<file path="config.mk">
export PLATFORM = sky130hd
export DESIGN_NAME = seq_divider
export DESIGN_NICKNAME = d
export VERILOG_FILES = /design/src/rtl/seq_divider.sv
export SDC_FILE = /design/constraint.sdc
export NUM_CORES = 1
export LEC_CHECK = 0
export CORE_MARGIN = 4
export CORE_UTILIZATION = 58
export CTS_CLUSTER_SIZE = 40
export DETAILED_ROUTE_END_ITERATION = 16
export PLACE_DENSITY = 0.86
export SETUP_SLACK_MARGIN = 0.4
export SLEW_MARGIN = 0
export SYNTH_ARGS = -nofsm -noshare
export SYNTH_HDL_FRONTEND = slang
export SYNTH_SLANG_ARGS = --single-unit
export TNS_END_PERCENT = 1
</file>
<file path="constraint.sdc">
create_clock -name clk -period 7.95 [get_ports clk]
set_clock_uncertainty 0.1 [all_clocks]
set_input_delay 1.59 -clock clk [delete_from_list [all_inputs] [get_ports clk]]
set_output_delay 1.59 -clock clk [all_outputs]
set_load 0.01 [all_outputs]
</file>
<file path="src/rtl/seq_divider.sv">
// Sequential signed restoring divider. Divides operand magnitudes one quotient
// bit per clock, then restores the signs in a single fix-up cycle.
module seq_divider #(
  parameter int WIDTH = 32
) (
  input  logic             clk,
  input  logic             rst,
  input  logic             start,
  input  logic [WIDTH-1:0] dividend,
  input  logic [WIDTH-1:0] divisor,
  output logic             busy,
  output logic             done,
  output logic [WIDTH-1:0] quotient,
  output logic [WIDTH-1:0] remainder,
  output logic             div_by_zero
);

  localparam int CW = $clog2(WIDTH);

  typedef enum logic [1:0] {
    S_IDLE,
    S_CALC,
    S_FIX,
    S_DONE
  } state_t;

  state_t           r_state;
  logic [CW-1:0]    r_cnt;
  logic [WIDTH-1:0] r_dvs;      // |divisor|
  logic [WIDTH-1:0] r_dq;       // dividend shifting out, quotient shifting in
  logic [WIDTH-1:0] r_rem;      // partial remainder
  logic             r_neg_dvd;
  logic             r_neg_dvs;
  logic             r_dz;

  logic [WIDTH-1:0] w_abs_dvd;
  logic [WIDTH-1:0] w_abs_dvs;
  logic [WIDTH:0]   w_shift;
  logic [WIDTH:0]   w_trial;
  logic             w_fits;

  // Negating the most-negative value yields itself, which read as unsigned is
  // exactly its magnitude 2^(WIDTH-1), so no extra bit is needed here.
  assign w_abs_dvd = dividend[WIDTH-1] ? -dividend : dividend;
  assign w_abs_dvs = divisor[WIDTH-1]  ? -divisor  : divisor;

  // The remainder stays below |divisor| <= 2^(WIDTH-1), so one extra bit covers
  // the shifted value and the sign of the trial subtraction.
  assign w_shift = {r_rem, r_dq[WIDTH-1]};
  assign w_trial = w_shift - {1'b0, r_dvs};
  assign w_fits  = ~w_trial[WIDTH];

  always_ff @(posedge clk or posedge rst) begin
    if (rst) begin
      r_state     <= S_IDLE;
      r_cnt       <= '0;
      r_dvs       <= '0;
      r_dq        <= '0;
      r_rem       <= '0;
      r_neg_dvd   <= 1'b0;
      r_neg_dvs   <= 1'b0;
      r_dz        <= 1'b0;
      busy        <= 1'b0;
      done        <= 1'b0;
      quotient    <= '0;
      remainder   <= '0;
      div_by_zero <= 1'b0;
    end else begin
      // NOTE: non-blocking assignments throughout, so every branch reads the
      // state as it was before this edge regardless of statement order.
      done <= 1'b0;
      unique case (r_state)
        S_IDLE: begin
          if (start) begin
            r_neg_dvd   <= dividend[WIDTH-1];
            r_neg_dvs   <= divisor[WIDTH-1];
            r_dvs       <= w_abs_dvs;
            r_cnt       <= CW'(WIDTH - 1);
            busy        <= 1'b1;
            div_by_zero <= 1'b0;
            if (divisor == '0) begin
              r_dz    <= 1'b1;
              r_dq    <= '1;
              r_rem   <= dividend;
              r_state <= S_DONE;
            end else begin
              r_dz    <= 1'b0;
              r_dq    <= w_abs_dvd;
              r_rem   <= '0;
              r_state <= S_CALC;
            end
          end
        end

        S_CALC: begin
          r_rem <= w_fits ? w_trial[WIDTH-1:0] : w_shift[WIDTH-1:0];
          r_dq  <= {r_dq[WIDTH-2:0], w_fits};
          r_cnt <= r_cnt - CW'(1);
          if (r_cnt == '0) r_state <= S_FIX;
        end

        S_FIX: begin
          r_dq    <= (r_neg_dvd ^ r_neg_dvs) ? -r_dq : r_dq;
          r_rem   <= r_neg_dvd ? -r_rem : r_rem;
          busy    <= 1'b0;
          r_state <= S_DONE;
        end

        S_DONE: begin
          // A divide-by-zero arrives here still busy; drop busy for one cycle
          // first so both paths present the same busy/done shape.
          if (busy) begin
            busy <= 1'b0;
          end else begin
            done        <= 1'b1;
            quotient    <= r_dq;
            remainder   <= r_rem;
            div_by_zero <= r_dz;
            r_state     <= S_IDLE;
          end
        end

        default: r_state <= S_IDLE;
      endcase
    end
  end

endmodule

</file>
**After elaboration in Yosys (flattened, before gate mapping)**

Cells that the tools add are included.

- Register bits after elaboration: 173
- Input bits: 67
- Output and inout bits: 67
- Logic and storage cells: 72

- Add/sub/neg operators: 6
- Equality and inequality tests: 8
- Mux-type cells: 26
- Bitwise logic cells: 3
- Reductions and logical operators: 16

Operators with widths:

| operator | count |
|---|---|
| 32-bit 2-to-1 mux | 9 |
| 32-bit one-hot mux with 3 select lines | 2 |
| 32-bit negator | 4 |
| 33-bit by 32-bit subtractor with 33-bit output | 1 |
| 32-bit zero test | 1 |
| 3-bit AND reduction | 4 |
| 2-bit != test (second input constant) | 5 |
| 5-bit one-hot mux with 2 select lines | 1 |
| 2-bit 2-to-1 mux | 4 |
| 2-bit one-hot mux with 4 select lines | 1 |
| 2-bit AND reduction | 4 |
| 1-bit 2-to-1 mux | 6 |
| 2-bit nonzero test | 3 |
| 5-bit zero test | 1 |
| 5-bit 2-to-1 mux | 1 |
| 5-bit by 1-bit subtractor with 5-bit output (second input constant) | 1 |
| 2-bit equality test (second input constant) | 2 |
| 1-bit one-hot mux with 2 select lines | 2 |
| 3-bit nonzero test | 1 |
| 2-bit by 1-bit equality test with 1-bit output (second input constant) | 1 |
| 2-bit zero test | 1 |
| 1-bit inverter | 2 |
| 2-bit OR reduction | 1 |
| 1-bit bitwise XOR | 1 |

**Logic depth before layout (Yosys ltp)**

- Depth in word-level cells: 5
- Mapped depth: 13
- Mapped depth without buffers: 11

**Least setup slack after synthesis**

No wires, ideal clock.

- Path type: in2reg
- From: input divisor[0]
- To: register r_dvs[27]
- Arrival: 3756 ps
- Data required time: 7713 ps
- Setup slack: 3957 ps
- Stages: 8
- Cells stage by stage: or2_1 > or4_4 > or4_4 > or2_4 > or3_4 > o41ai_4 > xor2_1 > a21oi_1

- Cells in the longest elaborated chain, start to end: 2

Ends and longest elaborated chain:

| item | line | text |
|---|---|---|
| start: declaration | 10 | `input logic [WIDTH-1:0] divisor,` |
| 32-bit negator | 45 | `assign w_abs_dvs = divisor[WIDTH-1] ? -divisor : divisor;` |
| 32-bit 2-to-1 mux | 45 |  |
| end signal: assignment | 77 | `r_dvs <= w_abs_dvs;` |
| end: declaration | 29 | `logic [WIDTH-1:0] r_dvs;` |

No other way between the ends.
A chain may end at the register's enable or synchronous reset.

**Worst setup path after layout**

- From: input divisor[0]
- To: register r_dq[1]

- Cells in the longest elaborated chain, start to end: 4

Ends and longest elaborated chain:

| item | line | text |
|---|---|---|
| 32-bit zero test | 81 | `if (divisor == '0) begin` |
| 32-bit 2-to-1 mux | 81 |  |
| 32-bit 2-to-1 mux | 74 | `if (start) begin` |
| 32-bit one-hot mux with 3 select lines | 72 | `unique case (r_state)` |
| end signal: assignment | 88 | `r_dq <= w_abs_dvd;` |
| end signal: assignment | 97 | `r_dq <= {r_dq[WIDTH-2:0], w_fits};` |
| end signal: assignment | 103 | `r_dq <= (r_neg_dvd ^ r_neg_dvs) ? -r_dq : r_dq;` |
| end: declaration | 30 | `logic [WIDTH-1:0] r_dq;` |

No other way between the ends. The select of a mux whose other input is x is not followed.

==> out/results.tsv <==
stage	metric	value	unit
pwr	Power Density	460	mW/mm^2
clock_network	clock-pin slew on the worst setup and hold paths	0.07	ns
clock_network	clock root buffer	clkbuf_16	
clock_network	Post-CTS Setup Repair Bufs	0	
finish	diodes inserted	0	
sta	Final Cycle Share	59.8	%
sta	Total Neg Setup Slack	0	ns
min_path	min-delay worst type	reg -> reg	
synthesis	Synth area leaders	dfrtp_1, nand2_1, a21oi_1	
synthesis	Synth Register Bits	173	
sta	fin. max-slew vios	0	
clock_network	Clk Latency, worst-skew pair	0.44	ns
pwr	P_sw	3.36	mW
routing	post-route antenna net violation count	0	
clock_network	CTS buffer count	17	
setup_path	Crit path required time	8.22	ns
setup_path	startpoint types	primary input	
setup_path	Largest stage delay, worst path	0.66	ns
floorplan	Initial Util	58.9	%
setup_path	crit end category	flop	
run_status	status	finished clean	
synthesis	Mapped Cells	1638	
finish	most frequent cells in the layout	nand2_1, dfrtp_1, a21oi_1, clkdlybuf4s50_1, nor2_1	
sta	Max-Slew Margin vs Limit	28.1	%
place	Detailed Place HPWL	27300	um
pwr	Leakage	6.43	nW
setup_path	crit path DAT	5.03	ns
setup_path	most used cell, CP	nor2_1	
pwr	power share of the sequential group	26.3	%
floorplan	row count	54	
synthesis	syn avg cell area	7.82	um^2
sta	final hold vios	0	
clock_network	clk buf depth	2	
sta	unrepaired setup endpoints after global routing	no	
place	Routability Congestion	0.943	
pwr	Clock Power Share	13.1	%
synthesis	post-synth top area share	33.8	%
routing	routed len/inst	19.2	um
floorplan	Ports	134	
finish	# fillers	1862	
routing	DRT Wirelength	38200	um
floorplan	chip height	157	um
finish	Final Util	68.1	%
floorplan	Core ar.	0.0218	mm^2
grt	first-pass GRT wire length	61700	um
flow_run	max-cap violations	0	
finish	fin nets	1808	
grt	Congestion Overflow GR	0	
synthesis	Post-synth EDFFs	0	
clock_network	post_cts resized	0	
sta	fin crit period	4.76	ns
finish	Layout area overhead	15.7	%
clock_network	CTS tree	built	
synthesis	synth unique cells	91	
synthesis	post-synthesis net count	1748	
grt	largest net degree at the start of global routing	80	
finish	most common cell after layout, fill and taps aside	nand2_1	
place	Buffers on Ports	133	
clock_network	clk sinks	173	
routing	via count	12646	
clock_network	hold-fix buffers at CTS	0	
synthesis	synthesized area	0.0128	mm^2
finish	share of cells above drive strength 1	5.44	%
sta	Least-Margin Pin Slew	1.08	ns
routing	# DRC	0	
synthesis	sequential fraction of the synthesis area	33.8	%
finish	Non-Filler Instances	1990	
sta	final-report setup violation count	0	
clock_network	H-Tree Depth	4	
place	Post-DP Area	0.0142	mm^2
floorplan	DIE AREA	0.0245	mm^2
setup_path	crit-path max FO	33	
grt	GRT Overall Usage	31.0	%
synthesis	Async S/R FF share, synth	100	%
setup_path	cell breakdown of the critical path	clkdlybuf4s50_1 > inv_1 > ha_1 > or4b_2 > nor2_1 > nand4_1 > nor2_2 > buf_4 > nor2_1 > a221o_1 > o21ai_1	
pwr	internal power	3.45	mW
setup_path	Crit Path Class	in -> reg	
finish	post-route design area	0.0148	mm^2
setup_path	WP buf/inv	3	
grt	initial antenna violation count	0	
routing	Detailed Routing Iterations Pass 1	5	
floorplan	die width	157	um
synthesis	cell accounting for the most synthesized area	dfrtp_1	
routing	Initial DRC Count	1406	
grt	number of global-route vias before repair	11828	
pwr	Combinational Power Share	60.6	%
synthesis	number of warnings issued by yosys	0	
synthesis	Synth Flop Type	dfrtp_1	
setup_path	CP top delay family	simple AND/OR/NAND/NOR gates	
routing	vias per cell	6.35	
pwr	maximum vdd drop	0.313	mV
pwr	switching share of power	49.4	%
sta	Max Fclk	0.210	GHz
place	placed insts	1959	
setup_path	Slowest-stage cell, CP	or4b_2	
[Yosys cell counts, types with 9 or more instances]
library cell and count:
or4_1 11, nand3_1 30, ha_1 42, buf_1 12, nor4_1 10, a211oi_1 10
a31oi_1 17, o21ai_1 12, clkbuf_1 82, inv_1 72, o21ai_0 110, a21oi_1 141
a21o_1 21, dfrtp_1 173, nand2_1 305, o31ai_1 19, nor2_1 115, o311ai_0 9
buf_2 12, xor2_1 59, o22ai_1 12, and3_1 10, mux2i_1 13, o211ai_1 15
nand4_1 15, o41ai_1 14, or3_1 20, nand3b_1 9, nor3_1 41, nand2b_1 14
xnor2_1 44
[power by group through the flow]
stage,clock network (mW),registers (mW),logic [mW]
floorplan,0,1.64,2.97
global placement,0,1.76,3.93
detailed placement,0,1.78,4.04
CTS,0.898,1.77,4.07
global route,0.938,1.84,4.56
finish,0.894,1.79,4.13
[worst paths after layout]
kind	startpoint	endpoint	slack [ns]	cells after the start
worst max-delay path	divisor[0]	r_dq[1]	3.19	11
worst min-delay path	quotient[25]	quotient[25]	0.37	2
worst max register to register	r_dq[31]	r_rem[15]	3.83	11
worst min register to register	quotient[25]	quotient[25]	0.37	2
max in group asynchronous	rst	r_rem[31]	4.89	3
min in group asynchronous	rst	remainder[25]	1.47	2
[metal layers]
metal	vias up	global-route usage [%]	part of all wire, %
met2	651	50.1	47
met3	83	4.29	8.9
li1	5974	-	-
met1	5938	42.2	40
met5	-	0	0
met4	0	12.9	4.1
[worst min-delay path: stages, from the launching register on]
cell and delay [ns]:
dfrtp_1 0.34, nand2_1 0.05, nand2_1 0.05
[through the flow]
stage,hold WS (ns),power (mW),worst slack (ns)
global route,0.400,7.34,3.01
floorplan,0.372,4.61,1.57
CTS,0.379,6.73,3.27
detailed placement,0.362,5.82,2.82
global placement,0.357,5.69,2.89
finish,0.373,6.81,3.19
[cell type report]
cell class	count	area, um^2	share of cell area (%)
clock buffers	17	425	2.87
clock inverters	14	180	1.22
inverters	74	283	1.91
multi-input cells	1284	7810	52.7
flip-flops and latches	173	4330	29.2
well taps	280	350	2.36
repair buffers	148	1440	9.74
[logic make-up (layout without fill, tap and decap cells)]
logic type | after synthesis | in the layout | synth area share, %
AND/OR/NAND/NOR | 634 | 634 | 23.4
AO/OA/AOI/OAI | 486 | 486 | 24.6
buffers and inverters | 181 | 253 | 5.45
flip-flops | 173 | 173 | 33.8
XOR/XNOR | 103 | 103 | 7.04
adder cells (fa/ha/maj) | 43 | 43 | 4.26
multiplexers | 18 | 18 | 1.46
[flip-flops by register name, indices dropped and copies added, names as in the netlist]
name         flops
div_by_zero      1
remainder       32
r_cnt            5
r_rem           32
done             1
r_dq            32
r_state          2
r_dvs           32
busy             1
quotient        32
r_neg_dvd        1
r_neg_dvs        1
r_dz             1
(Power assumes the default switching activity.)
